`src/rtl/vid_pkg.sv`:
```
// Shared types, timing constants and saturating helpers for the video capture path.
package vid_pkg;

  localparam int PIX_W   = 24;
  localparam int COORD_W = 11;
  localparam int MEAS_W  = 12;

  // 1280x960 reference timing: sync end / active start / active end / total
  localparam int H_SYNC_END  = 112;
  localparam int H_ACT_START = 424;
  localparam int H_ACT_END   = 1704;
  localparam int H_TOTAL     = 1800;
  localparam int V_SYNC_END  = 3;
  localparam int V_ACT_START = 39;
  localparam int V_ACT_END   = 999;
  localparam int V_TOTAL     = 1000;

  typedef enum logic [1:0] {
    ST_IDLE,
    ST_ACTIVE,
    ST_DONE
  } state_t;

  function automatic logic [COORD_W-1:0] satIncCoord(input logic [COORD_W-1:0] v);
    return (v == {COORD_W{1'b1}}) ? v : v + 1'b1;
  endfunction

  function automatic logic [MEAS_W-1:0] satIncMeas(input logic [MEAS_W-1:0] v);
    return (v == {MEAS_W{1'b1}}) ? v : v + 1'b1;
  endfunction

endpackage

```
`src/rtl/vid_edge_det.sv`:
```
// Two-stage registered level/edge detector; POL=0 inverts the input so the
// outputs always describe the active level.
module vid_edge_det
  import vid_pkg::*;
#(
  parameter bit POL = 1'b1
) (
  input  logic clk,
  input  logic rst_n,
  input  logic i_d,
  output logic o_level,
  output logic o_rise,
  output logic o_fall
);

  logic r_s1;
  logic r_s2;

  always_ff @(posedge clk) begin
    if (!rst_n) begin
      r_s1 <= 1'b0;
      r_s2 <= 1'b0;
    end else begin
      r_s1 <= POL ? i_d : ~i_d;
      r_s2 <= r_s1;
    end
  end

  assign o_level = r_s1;
  assign o_rise  = r_s1 & ~r_s2;
  assign o_fall  = ~r_s1 & r_s2;

endmodule

```
`src/rtl/vid_capture.sv`:
```
// Video input capture: locks to vsync, gates de/RGB into a pixel-write stream
// with coordinates and error pulses. Optional macro VID_CAPTURE_MEASURE_EN adds h_total/v_total.
module vid_capture
  import vid_pkg::*;
#(
  parameter int H_ACTIVE = 1280,
  parameter int V_ACTIVE = 960,
  parameter int SYNC_POL = 1
) (
  input  logic               clk,
  input  logic               rst_n,
  input  logic               cap_en,
  input  logic               vsync_in,
  input  logic               hsync_in,
  input  logic               de_in,
  input  logic [PIX_W-1:0]   rgb_in,
  input  logic               fifo_full,
  output logic               pix_wr_en,
  output logic [PIX_W-1:0]   pix_data,
  output logic [COORD_W-1:0] pix_x,
  output logic [COORD_W-1:0] pix_y,
  output logic               frame_start,
  output logic               frame_done,
  output logic               line_err,
  output logic               frame_err,
  output logic               ovf_err
`ifdef VID_CAPTURE_MEASURE_EN
  ,
  output logic [MEAS_W-1:0]  h_total,
  output logic [MEAS_W-1:0]  v_total
`endif
);

  localparam logic [COORD_W-1:0] H_LIM = COORD_W'(H_ACTIVE);
  localparam logic [COORD_W-1:0] V_LIM = COORD_W'(V_ACTIVE);

  logic w_vsLevel, w_vsRise, w_vsFall;
  logic w_deLevel, w_deRise, w_deFall;
  logic w_unused;
  logic w_unusedHs;

  logic [PIX_W-1:0] r_rgb;

  state_t           r_state, w_stateNxt;
  logic [COORD_W-1:0] r_xCnt, w_xCntNxt;
  logic [COORD_W-1:0] r_yCnt, w_yCntNxt;
  logic               r_skip, w_skipNxt;
  logic [COORD_W-1:0] w_xInc, w_yInc;

  logic               r_wrEn, w_wrEnNxt;
  logic [PIX_W-1:0]   r_data, w_dataNxt;
  logic [COORD_W-1:0] r_pixX, w_pixXNxt;
  logic [COORD_W-1:0] r_pixY, w_pixYNxt;
  logic               r_fStart, w_fStartNxt;
  logic               r_fDone, w_fDoneNxt;
  logic               r_lineErr, w_lineErrNxt;
  logic               r_frameErr, w_frameErrNxt;
  logic               r_ovf, w_ovfNxt;

  vid_edge_det #(.POL(SYNC_POL != 0)) u_vsync (
    .clk     (clk),
    .rst_n   (rst_n),
    .i_d     (vsync_in),
    .o_level (w_vsLevel),
    .o_rise  (w_vsRise),
    .o_fall  (w_vsFall)
  );

  vid_edge_det #(.POL(1'b1)) u_de (
    .clk     (clk),
    .rst_n   (rst_n),
    .i_d     (de_in),
    .o_level (w_deLevel),
    .o_rise  (w_deRise),
    .o_fall  (w_deFall)
  );

  always_ff @(posedge clk) begin
    if (!rst_n) begin
      r_rgb <= '0;
    end else begin
      r_rgb <= rgb_in;
    end
  end

  assign w_xInc = satIncCoord(r_xCnt);
  assign w_yInc = satIncCoord(r_yCnt);

  always_ff @(posedge clk) begin
    if (!rst_n) begin
      r_state    <= ST_IDLE;
      r_xCnt     <= '0;
      r_yCnt     <= '0;
      r_skip     <= 1'b0;
      r_wrEn     <= 1'b0;
      r_data     <= '0;
      r_pixX     <= '0;
      r_pixY     <= '0;
      r_fStart   <= 1'b0;
      r_fDone    <= 1'b0;
      r_lineErr  <= 1'b0;
      r_frameErr <= 1'b0;
      r_ovf      <= 1'b0;
    end else begin
      r_state    <= w_stateNxt;
      r_xCnt     <= w_xCntNxt;
      r_yCnt     <= w_yCntNxt;
      r_skip     <= w_skipNxt;
      r_wrEn     <= w_wrEnNxt;
      r_data     <= w_dataNxt;
      r_pixX     <= w_pixXNxt;
      r_pixY     <= w_pixYNxt;
      r_fStart   <= w_fStartNxt;
      r_fDone    <= w_fDoneNxt;
      r_lineErr  <= w_lineErrNxt;
      r_frameErr <= w_frameErrNxt;
      r_ovf      <= w_ovfNxt;
    end
  end

  // A vsync edge overrides everything else; a line already in progress at
  // that moment is skipped until its de falls, without counting it.
  always_comb begin
    w_stateNxt    = r_state;
    w_xCntNxt     = r_xCnt;
    w_yCntNxt     = r_yCnt;
    w_skipNxt     = r_skip;
    w_wrEnNxt     = 1'b0;
    w_dataNxt     = r_data;
    w_pixXNxt     = r_pixX;
    w_pixYNxt     = r_pixY;
    w_fStartNxt   = 1'b0;
    w_fDoneNxt    = 1'b0;
    w_lineErrNxt  = 1'b0;
    w_frameErrNxt = 1'b0;
    w_ovfNxt      = r_ovf;

    if (w_vsRise) begin
      w_frameErrNxt = (r_state == ST_ACTIVE) && (r_yCnt < V_LIM);
      w_xCntNxt     = '0;
      w_yCntNxt     = '0;
      if (cap_en) begin
        w_stateNxt  = ST_ACTIVE;
        w_fStartNxt = 1'b1;
        w_pixYNxt   = '0;
        w_ovfNxt    = 1'b0;
        w_skipNxt   = w_deLevel;
      end else begin
        w_stateNxt  = ST_IDLE;
        w_skipNxt   = 1'b0;
      end
    end else if (r_state == ST_ACTIVE) begin
      if (w_deFall) begin
        w_xCntNxt = '0;
        if (r_skip) begin
          w_skipNxt = 1'b0;
        end else begin
          w_lineErrNxt = (r_xCnt != H_LIM);
          w_yCntNxt    = w_yInc;
          if (w_yInc == V_LIM) begin
            w_fDoneNxt = 1'b1;
            w_stateNxt = ST_DONE;
          end
        end
      end else if (w_deLevel && !r_skip) begin
        // x keeps counting past the active width so over-long lines are caught
        if (r_xCnt < H_LIM) begin
          w_wrEnNxt = ~fifo_full;
          w_dataNxt = r_rgb;
          w_pixXNxt = r_xCnt;
          w_pixYNxt = r_yCnt;
          if (fifo_full) begin
            w_ovfNxt = 1'b1;
          end
        end
        w_xCntNxt = w_xInc;
      end
    end
  end

  assign pix_wr_en   = r_wrEn;
  assign pix_data    = r_data;
  assign pix_x       = r_pixX;
  assign pix_y       = r_pixY;
  assign frame_start = r_fStart;
  assign frame_done  = r_fDone;
  assign line_err    = r_lineErr;
  assign frame_err   = r_frameErr;
  assign ovf_err     = r_ovf;

`ifdef VID_CAPTURE_MEASURE_EN
  logic              w_hsLevel, w_hsRise, w_hsFall;
  logic [MEAS_W-1:0] r_hCnt, r_vCnt, r_hTotal, r_vTotal;

  vid_edge_det #(.POL(SYNC_POL != 0)) u_hsync (
    .clk     (clk),
    .rst_n   (rst_n),
    .i_d     (hsync_in),
    .o_level (w_hsLevel),
    .o_rise  (w_hsRise),
    .o_fall  (w_hsFall)
  );

  // An hsync edge coincident with vsync belongs to the new frame's count.
  always_ff @(posedge clk) begin
    if (!rst_n) begin
      r_hCnt   <= '0;
      r_vCnt   <= '0;
      r_hTotal <= '0;
      r_vTotal <= '0;
    end else begin
      if (w_hsRise) begin
        r_hTotal <= r_hCnt;
        r_hCnt   <= MEAS_W'(1);
      end else begin
        r_hCnt <= satIncMeas(r_hCnt);
      end
      if (w_vsRise) begin
        r_vTotal <= r_vCnt;
        r_vCnt   <= w_hsRise ? MEAS_W'(1) : '0;
      end else if (w_hsRise) begin
        r_vCnt <= satIncMeas(r_vCnt);
      end
    end
  end

  assign h_total    = r_hTotal;
  assign v_total    = r_vTotal;
  assign w_unusedHs = w_hsLevel ^ w_hsFall;
`else
  assign w_unusedHs = hsync_in;
`endif

  assign w_unused = ^{w_vsLevel, w_vsFall, w_deRise, w_unusedHs};

endmodule

```
`config.mk`:
```
export PLATFORM = sky130hd
export DESIGN_NAME = vid_capture
export DESIGN_NICKNAME = d
export VERILOG_FILES = /design/src/rtl/vid_pkg.sv /design/src/rtl/vid_edge_det.sv /design/src/rtl/vid_capture.sv
export SDC_FILE = /design/constraint.sdc
export NUM_CORES = 1
export LEC_CHECK = 0
export CORE_MARGIN = 4
export CORE_UTILIZATION = 51
export DETAILED_ROUTE_END_ITERATION = 7
export PLACE_DENSITY = 0.86
export SLEW_MARGIN = 15
export SYNTH_ARGS = -nofsm -noshare
export SYNTH_HDL_FRONTEND = slang
export SYNTH_SLANG_ARGS = --single-unit
```
`constraint.sdc`:
```
create_clock -name clk -period 5.36 [get_ports clk]
set_clock_uncertainty 0.15 [all_clocks]
set_input_delay 1.072 -clock clk [delete_from_list [all_inputs] [get_ports clk]]
set_output_delay 1.072 -clock clk [all_outputs]
set_load 0.02 [all_outputs]
```
# Word-level counts from Yosys, hierarchy flattened
# Index checks and enable logic that the tools add are counted.
# word_totals
regBits	105
wordCells	93
inputBits	31
# op_classes
n_addsub	2
reduce_logical	21
magnitude_cmp	2
muxes	29
eq_ne	9
bitwise_logic	12
# op_table
op	n
11-bit 2-to-1 mux	10
11-bit by 1-bit adder with 11-bit output, second input constant	2
11-bit == test, second input constant	2
1-bit 2-to-1 mux	14
2-bit nonzero test	7
11-bit by 10-bit == test with 1-bit output, second input constant	1
11-bit by 10-bit < comparator with 1-bit output, second input constant	1
11-bit < comparator, second input constant	1
11-bit inequality test, second input constant	1
2-bit 2-to-1 mux	5
1-bit inverter	10
5-bit AND reduction	2
3-bit AND reduction	2
6-bit AND reduction	1
6-bit OR reduction	1
5-bit OR reduction	1
2-bit by 1-bit inequality test with 1-bit output, second input constant	2
2-bit inequality test, second input constant	2
2-bit AND reduction	2
4-bit AND reduction	1
1-bit bitwise AND	2
2-bit by 1-bit == test with 1-bit output, second input constant	1
1-bit logical AND	2
2-bit OR reduction	1
1-bit logical NOT	1

# Logic depth before layout (Yosys ltp)
# Gate-level depths: netlist (run 1).
# depth
ltp_word	8
depth_mapped	7
mapped_depth_nobuf	6

# By module
# Synthesis (run 1) repeated with hierarchy kept, for this count alone.
# hier_totals
cells_unflattened	441
hier_area_um2	4008.8
# modules_own_cells
mod	cells_per_inst	area_each_um2	instances
vid_capture	429	3878.7	1
vid_edge_det	6	65.1	2

# Worst setup path before layout (run 1)
# No wires, ideal clock.
# synth_timing
path_kind	reg-to-reg
start	register r_yCnt[0]
end	register r_state[0]
arrival_ns	1.718
path_slack_ns	3.361
n_path_buf	1
synth_period_minus_slack_ns	1.999
path_stages_with_launch	8
cell_sequence	dfxtp_1 > ha_1 > and3_1 > buf_6 > or4_1 > nand3_1 > and4bb_1 > o22ai_1
# synth_via
elab_chain_cells	5
# synth_rtl
element	line_no	text
start: declaration	vid_capture.sv:46	logic [COORD_W-1:0] r_yCnt, w_yCntNxt;
start signal: assignment	vid_capture.sv:107	r_yCnt <= w_yCntNxt;
11-bit by 1-bit adder with 11-bit output or 11-bit == test (tied branches)	vid_pkg.sv:25	return (v == {COORD_W{1'b1}}) ? v : v + 1'b1;
11-bit 2-to-1 mux *	vid_pkg.sv:25	
11-bit by 10-bit == test with 1-bit output *	vid_capture.sv:160	if (w_yInc == V_LIM) begin
2-bit nonzero test (no line) *	--	
4-bit AND reduction (no line) *	--	
end signal: assignment	vid_capture.sv:105	r_state <= w_stateNxt;
end: declaration	vid_capture.sv:44	state_t r_state, w_stateNxt;
# Mark *: on every way between the ends. The rest lies on a longest branch, timed or not.
# A chain may end at the register's enable or synchronous reset.

# Worst setup path after layout (run 1)
# layout_timing
start	input port rst_n
end	register r_frameErr, in the netlist frame_err
# layout_via
elab_chain_cells	1
# layout_rtl
element	line_no	text
start: declaration	vid_capture.sv:11	input logic rst_n,
2-bit AND reduction (no line)	--	
end signal: assignment	vid_capture.sv:116	r_frameErr <= w_frameErrNxt;
end: declaration	vid_capture.sv:57	logic r_frameErr, w_frameErrNxt;
# No other way between the ends.

==> results of run 1 <==
layer usage:
metal  up-vias  track usage [%]
met5         -                0
met4         0            8.294
li1       1707                -
met1      1588            24.23
met3        10            5.035
met2       132            33.70
flip-flops by register name, indices dropped and copies added (netlist names), 2 cells and up:
| name | count |
|---|---|
| pix_data | 24 |
| pix_x | 11 |
| r_rgb | 24 |
| r_xCnt | 11 |
| r_yCnt | 11 |
| r_state | 2 |
| pix_y | 11 |
power groups by stage:
| stage | Clock, mW | Combinational [mW] | Sequential [mW] |
|---|---|---|---|
| CTS | 0.477 | 0.0601 | 0.797 |
| global placement | 0 | 0.0590 | 0.815 |
| global route | 0.502 | 0.0653 | 0.799 |
| finish | 0.466 | 0.0596 | 0.797 |
| detailed placement | 0 | 0.0600 | 0.815 |
| floorplan | 0 | 0.0289 | 0.816 |
worst max-delay path by stage:
stage	end	slack, ns	startpoint	cells past startpoint
after floorplan	r_state[0]	3.36	r_yCnt[0]	7
after global placement	frame_err	2.11	rst_n	6
after detailed placement	frame_err	2.12	rst_n	6
after CTS	frame_err	2.50	rst_n	6
after global routing	frame_err	2.32	rst_n	6
final	frame_err	2.48	rst_n	6
cell families after synthesis:
logic type               Yosys count  synth area share [%]
XOR/XNOR                           9                 1.976
flip-flops                       105                 52.70
AO/OA/AOI/OAI                     92                 13.11
AND/OR/NAND/NOR                  215                 26.69
buffers and inverters             37                 4.580
adder cells (fa/ha/maj)            3                0.9411
metrics by stage:
| step | worst slack [ns] | util (%) |
|---|---|---|
| floorplan | 3.361 | - |
| global placement | 2.106 | 64.77 |
| detailed placement | 2.115 | 64.77 |
| CTS | 2.498 | 67.29 |
| global route | 2.322 | 67.29 |
| finish | 2.482 | 67.29 |
area by class of cell:
| class | count | area [um^2] | share of cell area, % |
|---|---|---|---|
| Inverter | 8 | 30.03 | 0.6024 |
| Clock inverter | 6 | 58.81 | 1.180 |
| Tap cell | 99 | 123.9 | 2.485 |
| Clock buffer | 10 | 127.6 | 2.560 |
| Multi-Input combinational cell | 319 | 1709 | 34.29 |
| Timing Repair Buffer | 84 | 833.3 | 16.72 |
| Sequential cell | 105 | 2102 | 42.17 |
critical path, stage by stage:
cell and delay [ns]:
clkdlybuf4s50_1 0.46, buf_4 0.25, clkinv_1 0.42, buf_4 0.40
nor4_1 0.27, and2_1 0.15
cells in the final DEF, fill, tap and decap left out, types with 2 or more instances in the layout:
master / n
or4_1: 3
nand2b_1: 2
and3_1: 6
clkbuf_8: 9
nor3_1: 9
a21oi_1: 57
a31oi_1: 5
o21a_1: 2
and4_1: 2
buf_4: 3
a211oi_1: 3
clkdlybuf4s50_1: 81
o22ai_1: 3
nor4_1: 5
a311oi_1: 2
inv_1: 7
inv_8: 3
nand3_1: 24
o21ai_0: 11
nand2_1: 97
ha_1: 3
dfxtp_1: 105
nor2_1: 19
nand3b_1: 2
nand4_1: 5
xnor2_1: 9
and2_1: 30
==> qor.yml, run 1 <==
die_w_um: 96.44
finalInstanceArea_um2: 4985
post_cts_resized: 0
rr_endpoint: "pix_data[14]"
met2_length_um: 4125
routed_wl_um: 8686
fillers: 572
grt_max_degree: 48
min_path_type: "reg2reg"
syn_area_per_cell_um2: 8.653
antenna_cells: 0
combPwrFrac_pct: 4.5
slew_headroom_pct: 38.49
end_kind: "flop"
whs_ns: 0.2890
synth-main-ff-cell: "dfxtp_1"
synth-async-reset-ratio_pct: 0
required_ns: 5.53
first_pass_iters: 5
syn_nets: 495
p_seq_share_pct: 60.3
drive_gt1_share_pct: 4.323
syn_inst: 461
routed-wl-met3_um: 762
grt_pass1_wl_um: 14570
rsz0062_at_grt: "false"
synth_top_area_share_pct: 52.70
slew_viol_final: 0
cp-start-kind: "primary input"
power.total_mw: 1.323
synth_area_leaders: "dfxtp_1 (53%), nand2_1 (9.1%), a21oi_1 (7.2%)"
place_congestion: 0.9678
p_int_mw: 1.005
routed-via-count: 3437
clk_latency_ns: 0.37
setup_viol_count_final: 0
dieArea_um2: 9300
grt_pass1_vias: 3240
syn_to_final_growth_pct: 24.97
via_per_inst: 5.447
p_per_area_nw_per_um2: 265.3
timing.fmax_mhz: 347.5
port_buffers: 81
fin_crit_ns: 2.878
cp_data_arrival_time_ns: 3.05
hold_end: "pix_data[0]"
die_height_um: 96.44
wl_per_cell_um: 13.77
finalHoldViolCount: 0
post-route-period-util_pct: 53.69
swShare_pct: 24.04
finalSetupTns_ns: 0
synth_edf_count: 0
ys_ff_latch: 105
yosys_warnings: 0
min_from: "r_rgb[0]"
nets: 561
switchingPower_mw: 0.3179
cts_buffers: 9
ios: 83
cap_violations: 0
top_layer_used: "met4"
yosysMostFrequentCell: "dfxtp_1"
rr_startpoint: "r_skip"
drc_errors: 0
power_leakage_nw: 1.674
synthTopCellsByCount: "dfxtp_1 (105), nand2_1 (97), a21oi_1 (57)"
netlist_area_um2: 3989
ys_seq_area_share_pct: 52.70
cts_hold_buf: 0
cts_root_buffer: "clkbuf_8"
dp_hpwl_um: 6054
placed_cells: 615
outcome: "finished clean"
met1_length_um: 3678
globalRoute.totalOverflow: 0
dpl_cell_area_um2: 4798
path_max_fanout: 35
reg2reg_slack_ns: 3.03
ant_nets: 0
yosysTopAreaCell: "dfxtp_1"
hold_depth: 2
cts_tree: "yes"
rows: 31
ir_drop_v: 0.0001783
ys_types: 48
reg2reg_depth: 5
p_clk_share_pct: 35.2
cts_setup_buffers: 0
clockBufferDepth: 2
stdcell_count: 631
start_util_pct: 53.84
drt_iter0_markers: 177
crit_type: "in2reg"
grtUsageTotal_pct: 19.96
fp.coreArea_um2: 7408
htreeDepth: 3
antenna_found_initial: 0
worstMarginPinSlew_ns: 0.9215
path_clk_slew_ns: 0.10
cts.sinks: 105
Note: power is estimated with default switching activity, not from simulation.
==> inputs of run 2 (changes only) <==
--- a/config.mk
+++ b/config.mk
@@ -6,9 +6,9 @@
 export NUM_CORES = 1
 export LEC_CHECK = 0
 export CORE_MARGIN = 4
-export CORE_UTILIZATION = 51
+export CORE_UTILIZATION = 46
 export DETAILED_ROUTE_END_ITERATION = 7
-export PLACE_DENSITY = 0.86
+export PLACE_DENSITY = 0.82
 export SLEW_MARGIN = 15
 export SYNTH_ARGS = -nofsm -noshare
 export SYNTH_HDL_FRONTEND = slang
==> constraint.sdc (replaced) <==
create_clock -name clk -period 2.4 [get_ports clk]
set_clock_uncertainty 0.15 [all_clocks]
set_input_delay 0.48 -clock clk [delete_from_list [all_inputs] [get_ports clk]]
set_output_delay 0.48 -clock clk [all_outputs]
set_load 0.02 [all_outputs]
==> qor.yml, run 2 (same netlist as run 1, synthesis figures left out) <==
post_cts_resized: 0
fp.coreArea_um2: 8341
cts_tree: "yes"
cts_hold_buf: 0
worstMarginPinSlew_ns: 0.6358
routed-via-count: 3441
cts.sinks: 105
cpMaxStageDelayCell: "nor3_1"
whs_ns: 0.2905
dieArea_um2: 10230
clk_latency_ns: 0.38
end_kind: "flop"
ant_nets: 0
cp_data_arrival_time_ns: 2.33
path_clk_slew_ns: 0.10
cts_setup_buffers: 0
routed_wl_um: 9007
start_util_pct: 47.82
ir_drop_v: 0.0003896
die_w_um: 101.1
drt_iter0_markers: 247
cp_slowest_stage_delay_ns: 0.55
setup_viol_count_final: 0
rows: 33
port_buffers: 81
dp_hpwl_um: 6211
outcome: "finished clean"
fin_crit_ns: 2.192
placed_cells: 628
path_max_fanout: 7
antenna_cells: 0
switchingPower_mw: 0.7155
power_leakage_nw: 1.725
stdcell_count: 644
grt_max_degree: 41
combPwrFrac_pct: 4.6
grtUsageTotal_pct: 17.90
cts_buffers: 9
post-route-period-util_pct: 91.34
required_ns: 2.53
grt_pass1_vias: 3215
p_per_area_nw_per_um2: 590.0
grt_pass1_wl_um: 14660
via_per_inst: 5.343
slew_headroom_pct: 57.48
antenna_found_initial: 0
cp_num_buf_inv: 0
ios: 83
globalRoute.totalOverflow: 0
p_clk_share_pct: 35.8
layout_common_cells: "dfxtp_1 (105), nand2_1 (97), clkdlybuf4s50_1 (81)"
finalSetupTns_ns: 0
fillers: 720
swShare_pct: 23.94
cts_root_buffer: "clkbuf_8"
syn_to_final_growth_pct: 27.01
cp-start-kind: "flop"
p_seq_share_pct: 59.6
crit_type: "reg2reg"
min_path_type: "reg2reg"
cap_violations: 0
drc_errors: 0
crit_family: "simple AND/OR/NAND/NOR gates"
p_int_mw: 2.274
rsz0062_at_grt: "false"
finalHoldViolCount: 0
nets: 568
timing.fmax_mhz: 456.2
clockBufferDepth: 2
drive_gt1_share_pct: 5.751
htreeDepth: 3
die_height_um: 101.1
wl_per_cell_um: 13.99
cp_cell_sequence: "ha_1 -> nand3_1 -> nor3_1 -> a21o_1 -> a21oi_1 -> a311oi_1"
final_common_cell: "dfxtp_1"
first_pass_iters: 5
power.total_mw: 2.989
slew_viol_final: 0
place_congestion: 0.9612
-- run 2: cell types whose count changed in the layout (fill, tap and decap cells not counted), sizes merged --
cell      previous run  this run
buf                  3        10
clkinv               2         3
clkinvlp             1         0
-- run 2: through the flow --
stage,util [%],setup slack [ns],instance area [um^2]
floorplan,-,0.4013,3989
global placement,58.40,0.2460,4871
detailed placement,58.40,0.1884,4871
CTS,60.74,0.2605,5066
global route,60.74,0.1190,5066
finish,60.74,0.2078,5066
-- run 2: cell type report --
type / instances / area (um^2) / area share (%)
Inverter: 8 / 30.03 / 0.5927
Clock buffer: 10 / 137.6 / 2.717
Sequential cell: 105 / 2102 / 41.49
Multi-Input combinational cell: 319 / 1709 / 33.74
Clock inverter: 6 / 57.56 / 1.136
Timing Repair Buffer: 91 / 898.4 / 17.73
Tap cell: 105 / 131.4 / 2.593
-- run 2: final timing paths --
check                     end  cells past startpoint       from  slack, ns
setup / recovery    r_yCnt[7]                      6  r_yCnt[0]       0.21
hold / removal    pix_data[6]                      2   r_rgb[6]       0.29
setup reg to reg    r_yCnt[7]                      6  r_yCnt[0]       0.21
hold reg to reg   pix_data[6]                      2   r_rgb[6]       0.29
-- run 2: routing by layer --
metal  vias up  track usage (%)  share of wire, %
met4         0            5.112              0.92
met1      1576            22.72                43
met2       143            28.27                46
met3         8            7.128               9.7
met5         -                0                 0
li1       1714                -                 -
-- run 2: tightest hold or removal path: cells and delay by family, from the launching register on --
family | cells | cell delay, ns
AO/OA/AOI/OAI | 1 | 0.05
flip-flops | 1 | 0.31
AND/OR/NAND/NOR | 1 | 0.04
-- run 2: power by group through the flow --
stage	clock [mW]	combinational [mW]	sequential (mW)
after floorplan	0	0.0645	1.82
after global placement	0	0.137	1.82
after detailed placement	0	0.140	1.82
after CTS	1.09	0.141	1.78
after global routing	1.15	0.152	1.78
final	1.07	0.139	1.78
